`src/rtl/apb_reg_slave_pkg.sv`:
```
// rtl/apb_reg_slave_pkg.sv - shared FSM encoding and address-error decode for the APB register slave
package apb_reg_slave_pkg;

   typedef enum logic [1:0] {
      IDLE   = 2'b00,
      SETUP  = 2'b01,
      ACCESS = 2'b10
   } apb_state_e;

   localparam int unsigned WAITCNT_W = 4;

   // Word index out of range or a non word-aligned byte offset.
   function automatic logic addr_err(input logic [31:0] word_idx,
                                     input logic [1:0]  byte_off,
                                     input logic [31:0] num_regs);
      return (word_idx >= num_regs) || (byte_off != 2'b00);
   endfunction

endpackage

```
`src/rtl/apb_regfile.sv`:
```
// rtl/apb_regfile.sv - word register array with byte-strobe write and combinational read
module apb_regfile #(
   parameter int DATAWIDTH = 32,
   parameter int NUMREGS   = 16,
   parameter int IDXW      = 4
) (
   input  logic                   clk_i,
   input  logic                   rst_i,
   input  logic                   we_i,
   input  logic [IDXW-1:0]        idx_i,
   input  logic [DATAWIDTH-1:0]   wdata_i,
   input  logic [DATAWIDTH/8-1:0] wstrb_i,
   output logic [DATAWIDTH-1:0]   rdata_o
);

   localparam int NBYTES = DATAWIDTH / 8;

   logic [DATAWIDTH-1:0] regs_q [NUMREGS];
   logic                 idx_ok;

   // Guards non power-of-two register counts where idx_i can exceed the array.
   assign idx_ok = (32'(idx_i) < 32'(NUMREGS));

   always_ff @(posedge clk_i) begin
      if (rst_i) begin
         for (int r = 0; r < NUMREGS; r++) begin
            regs_q[r] <= '0;
         end
      end else if (we_i && idx_ok) begin
         for (int b = 0; b < NBYTES; b++) begin
            if (wstrb_i[b]) begin
               regs_q[idx_i][8*b +: 8] <= wdata_i[8*b +: 8];
            end
         end
      end
   end

   assign rdata_o = idx_ok ? regs_q[idx_i] : '0;

endmodule

```
`src/rtl/apb_reg_slave.sv`:
```
// rtl/apb_reg_slave.sv - APB register slave: protocol FSM, wait-state counter, error and read-data logic
module apb_reg_slave
   import apb_reg_slave_pkg::*;
#(
   parameter int DATAWIDTH  = 32,
   parameter int ADDRWIDTH  = 8,
   parameter int NUMREGS    = 16,
   parameter int WAITSTATES = 1
) (
   input  logic                   PCLK,
   input  logic                   PRESET,
   input  logic                   PSEL,
   input  logic                   PENABLE,
   input  logic                   PWRITE,
   input  logic [ADDRWIDTH-1:0]   PADDR,
   input  logic [DATAWIDTH-1:0]   PWDATA,
   input  logic [DATAWIDTH/8-1:0] PSTRB,
   output logic [DATAWIDTH-1:0]   PRDATA,
   output logic                   PREADY,
   output logic                   PSLVERR,
   output logic                   prot_err
);

   localparam int                   IDXW       = (NUMREGS > 1) ? $clog2(NUMREGS) : 1;
   localparam logic [WAITCNT_W-1:0] WAIT_LIMIT = WAITCNT_W'(WAITSTATES);

   apb_state_e           state_q, state_d;
   logic [WAITCNT_W-1:0] waitcnt_q, waitcnt_d;
   logic                 prot_err_q, prot_err_d;
   logic                 bad_addr;
   logic                 xfer_done;
   logic                 wr_commit;
   logic [IDXW-1:0]      reg_idx;
   logic [DATAWIDTH-1:0] reg_rdata;

   assign bad_addr  = addr_err(32'(PADDR[ADDRWIDTH-1:2]), PADDR[1:0], 32'(NUMREGS));
   assign reg_idx   = PADDR[2 +: IDXW];
   assign xfer_done = !PRESET && (state_q == ACCESS) && PSEL && PENABLE && (waitcnt_q == WAIT_LIMIT);
   assign wr_commit = xfer_done && PWRITE && !bad_addr;

   assign PREADY   = xfer_done;
   assign PSLVERR  = xfer_done && bad_addr;
   assign PRDATA   = (xfer_done && !PWRITE && !bad_addr) ? reg_rdata : '0;
   assign prot_err = prot_err_q;

   always_ff @(posedge PCLK) begin
      if (PRESET) begin
         state_q    <= IDLE;
         waitcnt_q  <= '0;
         prot_err_q <= 1'b0;
      end else begin
         state_q    <= state_d;
         waitcnt_q  <= waitcnt_d;
         prot_err_q <= prot_err_d;
      end
   end

   // After a completion the FSM assumes a back-to-back SETUP; a deselected bus there returns to IDLE.
   always_comb begin
      state_d    = state_q;
      waitcnt_d  = '0;
      prot_err_d = prot_err_q;
      case (state_q)
         IDLE: begin
            if (PENABLE) begin
               prot_err_d = 1'b1;
            end else if (PSEL) begin
               state_d = SETUP;
            end
         end
         SETUP: begin
            if (PENABLE) begin
               prot_err_d = 1'b1;
            end
            state_d = PSEL ? ACCESS : IDLE;
         end
         ACCESS: begin
            if (!PSEL) begin
               prot_err_d = 1'b1;
               state_d    = IDLE;
            end else if (xfer_done) begin
               state_d = SETUP;
            end else if (waitcnt_q != WAIT_LIMIT) begin
               waitcnt_d = waitcnt_q + 1'b1;
            end else begin
               waitcnt_d = waitcnt_q;
            end
         end
         default: state_d = IDLE;
      endcase
   end

   apb_regfile #(
      .DATAWIDTH(DATAWIDTH),
      .NUMREGS  (NUMREGS),
      .IDXW     (IDXW)
   ) u_regfile (
      .clk_i  (PCLK),
      .rst_i  (PRESET),
      .we_i   (wr_commit),
      .idx_i  (reg_idx),
      .wdata_i(PWDATA),
      .wstrb_i(PSTRB),
      .rdata_o(reg_rdata)
   );

endmodule

```
`config.mk`:
```
export PLATFORM = sky130hd
export DESIGN_NAME = apb_reg_slave
export DESIGN_NICKNAME = d
export VERILOG_FILES = /design/src/rtl/apb_reg_slave_pkg.sv /design/src/rtl/apb_regfile.sv /design/src/rtl/apb_reg_slave.sv
export SDC_FILE = /design/constraint.sdc
export NUM_CORES = 1
export LEC_CHECK = 0
export ABC_AREA = 1
export BUFFER_PORTS_ARGS = -buffer_cell sky130_fd_sc_hd__buf_2
export CORE_MARGIN = 4
export CORE_UTILIZATION = 45
export CTS_CLUSTER_DIAMETER = 50
export DETAILED_ROUTE_END_ITERATION = 8
export PLACE_DENSITY = 0.6
export RECOVER_POWER = 50
export SLEW_MARGIN = 40
export SYNTH_ARGS = -nofsm -noshare
export SYNTH_HDL_FRONTEND = slang
export SYNTH_HIERARCHICAL = 1
export SYNTH_SLANG_ARGS = --single-unit
```
`constraint.sdc`:
```
create_clock -name PCLK -period 4.81 [get_ports PCLK]
set_clock_uncertainty 0.2 [all_clocks]
set_input_delay 0.962 -clock PCLK [delete_from_list [all_inputs] [get_ports PCLK]]
set_output_delay 0.962 -clock PCLK [all_outputs]
set_load 0.005 [all_outputs]
```
## Yosys cells after proc, flatten, opt, wreduce, memory -nomap -nowiden

Memory sizes are Yosys's and may differ from the RTL's.
Index checks and enable logic that the tools add are counted.

- Bits of input ports: 49
- Bits in writable memories: 512
- Register bits after elaboration: 7
- Memories: 1

- Add/sub/neg operators: 1
- Equality and inequality tests: 9
- Reduce and logical (&&, ||, !) cells: 21
- Magnitude comparators: 1
- Bitwise operators: 2
- Muxes and demuxes: 31

Memories:

| memory | depth | bits a word | read ports | clocked after Yosys merged registers in | write ports | RTL line | source |
|---|---|---|---|---|---|---|---|
| u_regfile.regs_q | 16 | 32 | 1 | 0 | 16 | apb_regfile.sv:18 | `logic [DATAWIDTH-1:0] regs_q [NUMREGS];` |

Operators with widths:

| operator | count |
|---|---|
| $mux 32 | 2 |
| $reduce_or 32->1 | 1 |
| $mux 1 | 20 |
| $mux 2 | 5 |
| $logic_and 1x1->1 | 9 |
| $mux 4 | 2 |
| $ge 6x5->1 const B | 1 |
| $ne 2x2->1 const B | 3 |
| $pmux 2 s3 | 1 |
| $reduce_and 3->1 | 2 |
| $add 4x1->4 const B | 1 |
| $eq 4x1->1 const B | 1 |
| $ne 4x1->1 const B | 1 |
| $reduce_bool 2->1 | 2 |
| $reduce_or 4->1 | 1 |
| $logic_not 1->1 | 3 |
| $ne 3x3->1 const B | 1 |
| $eq 2x1->1 const B | 1 |
| $eq 2x2->1 const B | 1 |
| $logic_not 2->1 | 1 |
| $ne 2x1->1 const B | 1 |
| $not 1->1 | 2 |
| $pmux 1 s2 | 1 |
| $reduce_or 2->1 | 1 |
| $logic_or 1x1->1 | 1 |

## Longest topological paths before layout

Gate-level depths: netlist of run 1.

- Depth after elaboration: 12
- Mapped depth: 14
- Gate-level depth less buffers: 11

## Cells and area by module

The synthesis of run 1 kept the hierarchy.

By module, submodules not included:

| module | area an instance (um2) | times used | cells each | seq. area each (um2) |
|---|---|---|---|---|
| apb_regfile | 24045.6 | 1 | 2804 | 15374.7 |
| apb_reg_slave | 748.2 | 1 | 125 | 140.1 |

## Worst setup path before layout of run 1

No wires, ideal clock.

- Path kind: in2out
- From: input port PADDR[2]
- To: output port PRDATA[26]
- Data required time: 3.648 ns
- Path buffers: 3
- Arrival: 2.085 ns
- Cell stages on the path: 13
- Setup slack: 1.563 ns
- Cells stage by stage: buf_2 -> buf_2 -> clkbuf_1 -> nand2_1 -> nand2_1 -> nand2_1 -> nand2_1 -> nand2_1 -> nand2_1 -> inv_1 -> nand2_1 -> inv_1 -> nor2_1

RTL lines:

| what | RTL line | source |
|---|---|---|
| start, declared | apb_reg_slave.sv:15 | `input logic [ADDRWIDTH-1:0] PADDR,` |
| $mem_v2 16x32 | -- |  |
| net reg_rdata[26] | apb_reg_slave.sv:34 | `logic [DATAWIDTH-1:0] reg_rdata;` |
| $mux 32 | apb_reg_slave.sv:43 | `assign PRDATA = (xfer_done && !PWRITE && !bad_addr) ? reg_rdata : '0;` |
| end, declared | apb_reg_slave.sv:18 | `output logic [DATAWIDTH-1:0] PRDATA,` |

The timed path passes the listed nets, and every way through them passes these cells.

==> results.py, run 1 <==
metrics = {
    "floorplan": {
        "die_h_um": 243,
        "die_area_um2": 58900,
        "row_count": 85,
        "ioPinCount": 84,
        "start_util_pct": 45.8,
        "die_x_um": 243,
        "coreArea_um2": 54100,
    },
    "flow_run": {
        "drv_cap": 0,
    },
    "synthesis": {
        "yosysTopAreaCellShare_pct": 62.0,
        "synth_fp_nets": 2980,
        "synth_cells": 2929,
        "syn_area_per_cell_um2": 8.46,
        "post_synth_main_area_contributors": "edfxtp_1 62%, nand2_1 23%, nor2_1 8.4%",
        "synth.distinct_cells": 22,
        "synth-seq-cells": 519,
        "synth_top_area_cell": "edfxtp_1",
        "yosys_warnings": 6,
        "seq_area_frac_synth_pct": 62.6,
        "netlist_area_um2": 24800,
    },
    "clocking": {
        "ctsHoldBuffers": 0,
        "clk_path_buf_depth": 3,
        "numCtsBuffers": 66,
        "clkLatencyLatePin_ns": 0.59,
        "cts_tree": "done",
        "worst_setup_hold_path_clk_slew_ns": 0.06,
        "cts_setup_buffers": 0,
        "htree_levels": 3,
        "cts_resized": 0,
        "cts_root_buf": "clkbuf_16",
        "clock-sinks": 519,
    },
    "pwr": {
        "power_frac_comb_pct": 6.8,
        "p_sw_w": 0.00250,
        "power_density_nw_per_um2": 381,
        "swShare_pct": 23.4,
        "ir_drop_uv": 246,
        "p_seq_share_pct": 48.1,
        "clockPowerShare_pct": 45.0,
        "power.total_w": 0.0107,
        "p_leak_nw": 13.0,
        "p_int_w": 0.00819,
    },
    "timing": {
        "slew_headroom_pct": 21.0,
        "whs_ns": 0.311,
        "final.setup.worst_slack_ns": 0.745,
        "fmax_ghz": 0.246,
        "rsz0062_at_grt": "no",
        "worstMarginPinSlew_ns": 1.19,
        "min_period_ns": 4.07,
        "setup_viol": 0,
        "slew_viol_final": 0,
        "finalHoldViolCount": 0,
        "fin_setup_tns_ns": 0,
        "period_share_pct": 84.5,
    },
    "setup_path": {
        "worst-setup-path-type": "flop to flop",
        "cp_data_arrival_time_ns": 4.11,
        "cp-start-kind": "flop",
        "cp-end-kind": "flop",
        "cp.required_ns": 4.85,
        "rr_worst_depth": 10,
        "crit_path_max_fanout": 16,
    },
    "routing": {
        "viasPerCell": 5.15,
        "vias": 19300,
        "wl_per_cell_um": 18.1,
        "wirelength_um": 67600,
        "ant_nets": 0,
        "remaining_drc_errors": 0,
        "first_pass_iters": 5,
        "drt_iter0_markers": 1740,
    },
    "grt": {
        "grt-ovfl-total": 0,
        "antenna_found_initial": 0,
        "grt_pass1_wl_um": 106000,
        "grt_max_degree": 129,
        "grt_pass1_vias": 19000,
        "track_usage_pct": 22.8,
    },
    "placement": {
        "io_buffers": 83,
        "hpwl_um": 42700,
        "place_ws_ns": 0.638,
        "routabilityCongestion": 0.826,
    },
    "cells_and_area": {
        "final_cell_mix": "1522 x nand2_1, 553 x nor2_1, 512 x edfxtp_1, 144 x inv_1, 79 x buf_2",
        "layout-drive-gt1-share_pct": 7.91,
        "area_delta_synth_final_pct": 13.3,
        "num_antenna_cells": 0,
        "nNetsFinal": 3048,
        "final_common_cell": "nand2_1",
        "nFillCells": 5074,
    },
    "min_path": {
        "min_path_cells": 2,
        "holdCritPathClass": "flop to flop",
    },
    "outcome": {
        "status": "finished clean",
    },
}
==> worst paths after layout <==
check | startpoint | end | slack [ns]
max | waitcnt_q[0] | u_regfile/regs_q[10][11] | 0.74
min | prot_err | prot_err | 0.31
max reg2reg | waitcnt_q[0] | u_regfile/regs_q[10][11] | 0.74
min reg2reg | prot_err | prot_err | 0.31
==> critical path: stages, from the launching register on <==
cell      delay, ns
dfxtp_1        0.39
ha_1           0.21
nand3_1        0.13
nor2_1         0.29
inv_1          0.10
nor3_1         0.31
nand2_1        0.10
nor2_1         0.09
clkbuf_1       0.87
nand2_1        0.52
nand2_1        0.47
==> kinds of logic after synthesis <==
kind of cell | count (synthesis) | synth area share [%]
flops | 519 | 62.6
xor+xnor | 2 | 0.0707
buf+inv | 290 | 4.75
fa+ha+maj | 2 | 0.101
simple gates | 2109 | 32.3
compound gates | 7 | 0.151
==> stage by stage <==
step	std cells	utilization [%]	cell area, um^2
final	3742	51.9	28100
after floorplan	2929	-	24800
after detailed placement	3625	48.1	26100
after global placement	3625	48.1	26100
after global routing	3742	51.9	28100
after CTS	3742	52.1	28200
==> Yosys cell counts <==
library cell / count
buf_6: 3
o21ai_0: 2
buf_1: 12
dfxtp_1: 7
edfxtp_1: 512
nand3_1: 4
nand3_2: 2
xor2_1: 2
clkbuf_1: 74
nand4_1: 1
inv_2: 4
ha_1: 2
nor2_1: 554
nor2_2: 21
buf_2: 54
nand3_4: 1
a21oi_1: 4
nand2_1: 1522
o21bai_1: 1
nor2_4: 2
inv_1: 143
nor3_1: 2
==> state kept, by name, indices dropped and copies added (netlist names) <==
| signal | flops |
|---|---|
| u_regfile/regs_q | 512 |
| state_q | 2 |
| prot_err | 1 |
| waitcnt_q | 4 |
==> power by group through the flow <==
stage	clock network [W]	registers, W	logic, W
after detailed placement	0	0.00524	0.000727
after floorplan	0	0.00522	0.000473
after CTS	0.00491	0.00515	0.000731
final	0.00481	0.00515	0.000730
after global routing	0.00510	0.00516	0.000813
after global placement	0	0.00523	0.000721
==> metal layers <==
metal	GRT usage [%]	part of all wire [%]	wire length, um	vias to the layer above
li1	-	-	-	9259
met1	30.8	43	29100	9258
met2	37.3	47	31800	648
met3	4.57	7.7	5180	103
met4	7.03	2.3	1550	0
met5	0	0	0	-
==> area by class of cell <==
class | count | area, um^2 | share of cell area, %
multi-input combinational | 2120 | 8100 | 28.8
clock buffer | 84 | 1870 | 6.65
inverter | 147 | 562 | 2.00
timing repair buffer | 143 | 898 | 3.20
sequential | 519 | 15500 | 55.2
clock inverter | 33 | 270 | 0.962
tap | 696 | 871 | 3.10
Note: power is estimated with default switching activity, not from simulation.
==> run 2: changes to the inputs <==
- PLACE_DENSITY: 0.6 -> 0.62
- clock period: 4.81 -> 3.4 ns (I/O delays scaled with it)
==> run 2 against run 1 <==
Global-route usage decreased by 1.3 points. Clock-buffer cell count down 17. Critical path depth fell by 2. Highest routed layer unchanged. Sequential power increased by 41%. Sequential share of layout area hardly changed. Largest cell class unchanged. Critical path type is now flop to primary output. Routed wire length down 5.5%. Non-clock buffer count rose by 42. Via count decreased by 1.5%. Worst hold slack lost 0.14 ns. Power up 33%. Largest power group unchanged. Combinational power is 41% higher. Die area did not move.
==> results.py, run 2 (synthesized netlist as in run 1, its figures left out) <==
metrics = {
    "timing": {
        "period_share_pct": 93.7,
        "slew_viol_final": 0,
        "slew_headroom_pct": 42.1,
        "finalHoldViolCount": 0,
        "min_period_ns": 3.19,
        "rsz0062_at_grt": "no",
        "fmax_ghz": 0.314,
        "setup_viol": 0,
        "worstMarginPinSlew_ns": 0.868,
        "whs_ns": 0.169,
        "fin_setup_tns_ns": 0,
    },
    "pwr": {
        "ir_drop_uv": 362,
        "p_sw_w": 0.00323,
        "power_frac_comb_pct": 7.3,
        "p_seq_share_pct": 51.2,
        "p_int_w": 0.0110,
        "power_density_nw_per_um2": 506,
        "power.total_w": 0.0142,
        "swShare_pct": 22.8,
        "clockPowerShare_pct": 41.5,
        "p_leak_nw": 13.0,
    },
    "cells_and_area": {
        "postLayoutCoreUtil_pct": 51.8,
        "nFillCells": 5011,
        "regMostFlops": "u_regfile/regs_q",
        "largest_reg_flops": 512,
        "area_delta_synth_final_pct": 13.2,
        "final_cell_mix": "1522 x nand2_1, 552 x nor2_1, 512 x edfxtp_1, 144 x inv_1, 79 x buf_2",
        "final_common_cell": "nand2_1",
        "nNetsFinal": 3079,
        "layout-drive-gt1-share_pct": 7.46,
        "num_antenna_cells": 0,
        "reg_top3": "u_regfile/regs_q x512, waitcnt_q x4, state_q x2",
    },
    "setup_path": {
        "cp_slowest_cell": "buf_4",
        "cp.required_ns": 2.52,
        "cp-start-kind": "flop",
        "cp_data_arrival_time_ns": 2.31,
        "crit_path_max_fanout": 32,
        "crit_chain": "inv_1 > ha_1 > nand3_2 > nor2_4 > nand3_4 > buf_4 > nor2_1 > buf_2",
        "worst-setup-path-type": "flop to primary output",
        "cp-end-kind": "primary output",
        "slowest_delay_ns": 0.50,
    },
    "clocking": {
        "clkLatencyLatePin_ns": 0.60,
        "ctsHoldBuffers": 0,
        "cts_root_buf": "clkbuf_16",
        "numCtsBuffers": 55,
        "clk_path_buf_depth": 3,
        "cts_setup_buffers": 0,
        "clock-sinks": 519,
        "worst_setup_hold_path_clk_slew_ns": 0.06,
        "cts_tree": "done",
        "cts_resized": 0,
        "htree_levels": 2,
    },
    "placement": {
        "routabilityCongestion": 0.822,
        "io_buffers": 83,
        "hpwl_um": 40800,
    },
    "grt": {
        "grt_pass1_wl_um": 100000,
        "grt-ovfl-total": 0,
        "grt_pass1_vias": 18800,
        "antenna_found_initial": 0,
        "track_usage_pct": 21.5,
        "grt_max_degree": 67,
    },
    "routing": {
        "wirelength_um": 63900,
        "remaining_drc_errors": 0,
        "vias": 19000,
        "viasPerCell": 5.04,
        "ant_nets": 0,
        "wl_per_cell_um": 17.0,
        "first_pass_iters": 5,
        "drt_iter0_markers": 1609,
    },
    "floorplan": {
        "start_util_pct": 45.8,
        "row_count": 85,
        "die_h_um": 243,
        "die_area_um2": 58900,
        "coreArea_um2": 54100,
        "die_x_um": 243,
        "ioPinCount": 84,
    },
    "min_path": {
        "holdCritPathClass": "input port to flop",
    },
    "outcome": {
        "status": "finished clean",
    },
    "flow_run": {
        "drv_cap": 0,
    },
}
run 2: path summary, 6_finish.rpt:
kind | start | end | slack [ns] | depth (start not counted)
setup reg to reg | waitcnt_q[0] | u_regfile/regs_q[3][12] | 0.29 | 10
setup / recovery | waitcnt_q[1] | PRDATA[14] | 0.21 | 8
hold / removal | PRESET | state_q[1] | 0.17 | 2
hold reg to reg | prot_err | prot_err | 0.32 | 2
run 2: final cells by class:
cell class                      count  area [um^2]  area share (%)
Tap cell                          696          871            3.10
Clock inverter                     30          298            1.06
Inverter                          147          562            2.00
Clock buffer                       67         1460            5.22
Multi-Input combinational cell   2120         8120            28.9
Sequential cell                   519        15500            55.3
Timing Repair Buffer              185         1240            4.41
run 2: power groups by stage:
stage | Combinational [W] | Clock, W | Sequential (W)
after floorplan | 0.000669 | 0 | 0.00739
after global placement | 0.00102 | 0 | 0.00740
after detailed placement | 0.00103 | 0 | 0.00741
after CTS | 0.00104 | 0.00601 | 0.00728
after global routing | 0.00116 | 0.00627 | 0.00729
final | 0.00103 | 0.00589 | 0.00728
run 2: layer usage:
| metal | global-route usage (%) | routed length, um |
|---|---|---|
| met1 | 27.5 | 26900 |
| met2 | 37.8 | 31600 |
| met3 | 3.23 | 3860 |
| met4 | 6.57 | 1500 |
| met5 | 0 | 0 |
run 2: per-stage QoR:
step / setup slack, ns / cell area (um^2) / std cells
global route: 0.0221 / 28100 / 3764
global placement: 0.0352 / 26500 / 3667
CTS: 0.139 / 28300 / 3764
finish: 0.214 / 28100 / 3764
detailed placement: 0.0193 / 26500 / 3667
floorplan: 0.558 / 24800 / 2929
run 2: worst max-delay path, delay by kind of cell, from the launching register on:
kind          cells  cell delay [ns]
buf+inv           3             0.71
flops             1             0.39
simple gates      4             0.33
fa+ha+maj         1             0.22
